**src/rtl/mmu_tile_sched.sv**
```systemverilog
// Tile scheduler for the MMU_SIZE x MMU_SIZE matrix-multiply unit: feeds K tile pairs and accumulates one C tile.
// Optional build macro MMU_TILE_SCHED_RELU_EN clamps negative result elements to zero.
module mmu_tile_sched #(
  parameter int VAR_SIZE = 8,
  parameter int ACC_SIZE = 32,
  parameter int MMU_SIZE = 4,
  parameter int MMU_LAT  = 2,
  parameter int K_W      = 8
) (
  input  logic                                   clk,
  input  logic                                   rst_n,
  input  logic                                   cmd_valid,
  output logic                                   cmd_ready,
  input  logic [K_W-1:0]                         cmd_k,
  input  logic [ACC_SIZE-1:0]                    cmd_bias,
  input  logic                                   in_valid,
  output logic                                   in_ready,
  input  logic [VAR_SIZE*MMU_SIZE*MMU_SIZE-1:0]  in_a,
  input  logic [VAR_SIZE*MMU_SIZE*MMU_SIZE-1:0]  in_b,
  output logic [VAR_SIZE*MMU_SIZE*MMU_SIZE-1:0]  mmu_a,
  output logic [VAR_SIZE*MMU_SIZE*MMU_SIZE-1:0]  mmu_b,
  output logic [ACC_SIZE-1:0]                    mmu_bias,
  input  logic [ACC_SIZE*MMU_SIZE*MMU_SIZE-1:0]  mmu_c,
  output logic                                   out_valid,
  input  logic                                   out_ready,
  output logic [ACC_SIZE*MMU_SIZE*MMU_SIZE-1:0]  out_c,
  output logic                                   busy
);

  localparam int N     = MMU_SIZE * MMU_SIZE;
  localparam int CW    = ACC_SIZE * N;
  localparam int CNT_W = $clog2(MMU_LAT + 1);

  typedef enum logic [2:0] {
    S_IDLE = 3'd0,
    S_LOAD = 3'd1,
    S_WAIT = 3'd2,
    S_ACC  = 3'd3,
    S_OUT  = 3'd4
  } state_t;

  state_t              state;
  logic [K_W-1:0]      k_rem;
  logic [ACC_SIZE-1:0] bias;
  logic                first;
  logic [CNT_W-1:0]    cnt;
  logic [CW-1:0]       acc;
  logic [CW-1:0]       acc_next;

  // Handshakes: a transfer happens on a rising edge where valid and ready are both high;
  // ready depends only on state, and valid/data are held by the sender until that edge.
  assign cmd_ready = (state == S_IDLE);
  assign in_ready  = (state == S_LOAD);
  assign busy      = (state != S_IDLE);

  function automatic logic [CW-1:0] post_proc(input logic [CW-1:0] v);
    logic [CW-1:0] r;
    r = v;
`ifdef MMU_TILE_SCHED_RELU_EN
    for (int i = 0; i < N; i++) begin
      if (v[i*ACC_SIZE + ACC_SIZE - 1]) r[i*ACC_SIZE +: ACC_SIZE] = '0;
    end
`endif
    return r;
  endfunction

  // The first tile overwrites the accumulator so no clear cycle is needed between jobs.
  always_comb begin
    acc_next = '0;
    for (int i = 0; i < N; i++) begin
      acc_next[i*ACC_SIZE +: ACC_SIZE] = (first ? '0 : acc[i*ACC_SIZE +: ACC_SIZE])
                                       + mmu_c[i*ACC_SIZE +: ACC_SIZE];
    end
  end

  always_ff @(posedge clk) begin
    if (!rst_n) begin
      state     <= S_IDLE;
      k_rem     <= '0;
      bias      <= '0;
      first     <= 1'b0;
      cnt       <= '0;
      mmu_a     <= '0;
      mmu_b     <= '0;
      mmu_bias  <= '0;
      acc       <= '0;
      out_c     <= '0;
      out_valid <= 1'b0;
    end else begin
      case (state)
        S_IDLE: begin
          if (cmd_valid) begin
            k_rem <= cmd_k;
            bias  <= cmd_bias;
            first <= 1'b1;
            if (cmd_k == '0) begin
              out_c     <= post_proc({N{cmd_bias}});
              out_valid <= 1'b1;
              state     <= S_OUT;
            end else begin
              state <= S_LOAD;
            end
          end
        end
        S_LOAD: begin
          if (in_valid) begin
            mmu_a    <= in_a;
            mmu_b    <= in_b;
            mmu_bias <= first ? bias : '0;
            cnt      <= CNT_W'(MMU_LAT);
            state    <= S_WAIT;
          end
        end
        S_WAIT: begin
          cnt <= cnt - CNT_W'(1);
          if (cnt == CNT_W'(1)) state <= S_ACC;
        end
        S_ACC: begin
          acc   <= acc_next;
          first <= 1'b0;
          k_rem <= k_rem - K_W'(1);
          if (k_rem == K_W'(1)) begin
            out_c     <= post_proc(acc_next);
            out_valid <= 1'b1;
            state     <= S_OUT;
          end else begin
            state <= S_LOAD;
          end
        end
        S_OUT: begin
          if (out_ready) begin
            out_valid <= 1'b0;
            state     <= S_IDLE;
          end
        end
        default: state <= S_IDLE;
      endcase
    end
  end

endmodule
```
**config.mk**
```make
export PLATFORM = sky130hd
export DESIGN_NAME = mmu_tile_sched
export DESIGN_NICKNAME = d
export VERILOG_FILES = /design/src/rtl/mmu_tile_sched.sv
export SDC_FILE = /design/constraint.sdc
export NUM_CORES = 2
export LEC_CHECK = 0
export ABC_CLOCK_PERIOD_IN_PS = 5700
export BUFFER_PORTS_ARGS = -buffer_cell sky130_fd_sc_hd__buf_4
export CAP_MARGIN = 20
export CORE_AREA = 5 5 634 636
export DETAILED_ROUTE_END_ITERATION = 6
export DIE_AREA = 0 0 639 641
export PLACE_DENSITY = 0.47
export SLEW_MARGIN = 20
export SYNTH_ARGS = -nofsm -noshare
export SYNTH_HDL_FRONTEND = slang
export SYNTH_SLANG_ARGS = --single-unit
```
**constraint.sdc**
```tcl
create_clock -name clk -period 5.7 [get_ports clk]
set_input_delay 0.285 -clock clk [delete_from_list [all_inputs] [get_ports clk]]
set_output_delay 0.285 -clock clk [all_outputs]
set_load 0.1 [all_outputs]
```
==> summary.txt <==
Clock tree
  • CTS max path bufs: 4
  • Worst skew pair latency: 0.90 ns
  • CTS tree: done
  • Clock root cell: clkbuf_16
  • Sink Count: 1359
  • CTS buffer count: 182
  • Clock Pin Slew Worst Setup and Hold Paths: 0.06 ns
  • Number of H-tree levels: 4
  • PostCTS Resize Cnt: 0

Timing
  • Final hold vios: 0
  • Fin Setup TNS: 0 ns
  • Slew margin rel.: 8.528%
  • Unrepaired setup endpoints after global routing: no
  • Final setup fails: 0
  • Final min period: 4.736 ns
  • Fmax: 211.1 MHz
  • Slew Limit Fails: 0
  • Tcrit/Tclk final: 83.09%
  • Final Skew: 0.07031 ns
  • Worst-Margin Slew: 1.362 ns

Place
  • Gpl congestion: 0.9462
  • Post-DP HPWL: 381000 um
  • IO Port Bufs: 1616

Critical path
  • Worst Setup Start Kind: flip-flop
  • Crit path required time: 6.43 ns
  • Origin of the critical flop-to-flop path: first
  • Crit Path Max Fanout: 54
  • Critical path arrival: 5.47 ns
  • CP Class: reg -> reg
  • Critical Path Start: first
  • Critical Path Sink Type: flip-flop

Detailed routing
  • Antenna Nets Post-Route: 0
  • Avg WL per Cell: 28.91 um
  • DR vias/cell: 4.696
  • WL final: 495900 um
  • Vias: 80551
  • Post-route DRC: 0
  • DRT iter0 DRCs: 5925
  • First drt pass iteration count: 6

Die
  • Core Region: 395100 um2
  • Die Width: 639 um
  • Num rows: 231
  • Initial core utilization: 19.28%
  • Die Footprint: 409600 um2
  • # IOs: 1617
  • Die Y: 641 um

Yosys
  • Ys flop type: dfxtp_1
  • Mapped Nets: 10900
  • Cell with the most instances after synthesis: nand2_1
  • Yosys reg bits: 1359
  • Ys Warns: 0
  • Synth Instances: 9572
  • Top cells by count, synth: nand2_1, dfxtp_1, a21oi_1, o21ai_0, nor2b_1
  • Synth area leader: dfxtp_1
  • Distinct cells, synth: 110
  • Post-synth EDFFs: 0
  • FFs w/ async S/R, synth: 0%
  • Top cells by area, synth: dfxtp_1, ha_1, nand2_1, a21oi_1, o21ai_0
  • Share of the synthesized area in the top cell type: 35.71%
  • Syn Area/Cell: 7.959 um2
  • Post-synthesis sequential area ratio: 35.71%
  • Mapped Area: 76180 um2

Power
  • Peak VDD IR: 220.2 uV
  • P_leak: 0.04559 uW
  • Power Total: 26890 uW
  • Pwr Density: 247.7 nW/um2

Run status
  • Status: complete, no violations

Min path
  • HP Class: in -> reg
  • Hold Crit Start: mmu_c[495]

Cells and area
  • Synth-to-layout area growth: 42.50%
  • # fillers: 43044
  • Share of cells above drive strength 1: 19.10%
  • Nets: 12998
  • Final core utilization: 27.48%

Global routing
  • Pin count of the biggest net entering global routing: 177
  • Global-route wire length before repair: 657900 um
  • Gr usage total: 22.97%
  • Vias in the first global route: 77122
  • Initial antenna violation count: 158
  • Total gr overflow: 0

Job
  • Max-cap viol count: 0
[critical path, stage by stage (launching register included)]
cell and delay (ns):
dfxtp_4 0.62, buf_12 0.35, nor2b_1 0.09, ha_1 0.35, o21ai_1 0.31, a211oi_1 0.08, nor3_1 0.25, o211ai_1 0.27
a2111oi_4 0.45, nor3_2 0.12, nor4_4 0.23, o21ai_2 0.12, nand4b_1 0.11, dlygate4sd3_1 0.57, o211ai_1 0.08, dlygate4sd3_1 0.56
[repair_timing]
action | in CTS | in global routing
setup buffers | 0 | 0
hold endpoints to repair | 990 | 0
hold buffers | 738 | 0
[layout by cell type (no fill, tap or decap), types with 39 or more instances in the layout]
cell / instances
ha_1: 499
nand2b_1: 45
o21ai_0: 718
inv_1: 92
diode_2: 94
nor2b_1: 558
nor2_1: 439
dfxtp_1: 1358
a21boi_0: 475
a21oi_1: 1043
dlygate4sd3_1: 738
nor3_1: 117
a31oi_1: 78
xor2_1: 159
a21o_1: 273
nand3_1: 177
a211oi_1: 107
and3_1: 46
o211ai_1: 39
o21bai_1: 63
nand4_1: 52
o21ai_1: 57
nand2_1: 1635
buf_4: 1725
or3_1: 44
clkbuf_16: 187
xnor2_1: 260
and2_1: 51
o21a_1: 69
[kinds of logic after synthesis]
family / synth area share (%)
AOI/OAI and AO/OA: 27.12
xor gates and xnor gates: 4.840
adders and majority gates: 8.616
buffers and inverters: 3.502
DFF: 35.71
muxes: 0.1068
and+or+nand+nor: 20.10
[report_power, final]
group | switching, uW | total, uW | internal [uW] | leakage (uW)
logic | 3030 | 4630 | 1600 | 0.0316
registers | 131 | 9830 | 9700 | 0.0110
clock network | 5100 | 12400 | 7320 | 0.00306
[flip-flops by register name, indices dropped and copies added (netlist names)]
| register | flops |
|---|---|
| state | 3 |
| mmu_bias | 32 |
| acc | 512 |
| k_rem | 8 |
| bias | 32 |
| mmu_a | 128 |
| out_valid | 1 |
| out_c | 512 |
| mmu_b | 128 |
| cnt | 2 |
| first | 1 |
[path summary, 6_finish.rpt]
| path | end | slack [ns] | cells past startpoint |
|---|---|---|---|
| setup / recovery | acc[349] | 0.96 | 15 |
| hold / removal | out_c[495] | 0.11 | 5 |
| hold reg to reg | acc[345] | 0.44 | 2 |
| setup reg to reg | acc[349] | 0.96 | 15 |
[area by class of cell]
cell class	instances	area, um2	share of cell area (%)
Antenna cell	94	235.2	0.2167
Clock buffer	246	5221	4.810
Clock inverter	84	1107	1.020
Inverter	93	356.6	0.3285
Multi-Input combinational cell	7533	46750	43.06
Sequential cell	1359	27210	25.06
Tap cell	5242	6559	6.042
Timing Repair Buffer	2501	21120	19.46
[per-stage QoR]
step           worst slack [ns]  instance area, um2  std cells  hold WS [ns]
6_report                 0.9637              108600      17152        0.1059
3_3_place_gp              1.311               94450      15984        0.4289
3_5_place_dp              1.296               94610      15990        0.4341
2_1_floorplan             1.708               76180       9572        0.4173
4_1_cts                   1.001              108300      17058     0.0001069
5_1_grt                  0.6218              108400      17103       0.07426
[routing by layer]
metal	track usage, %	vias to the layer above	wire length (um)
met4	14.97	34	36920
met5	0	-	220
met2	39.69	2941	240200
met1	26.04	38715	190000
met3	3.939	864	28590
li1	-	37997	-
No activity file was read; power rests on OpenSTA's default activity.
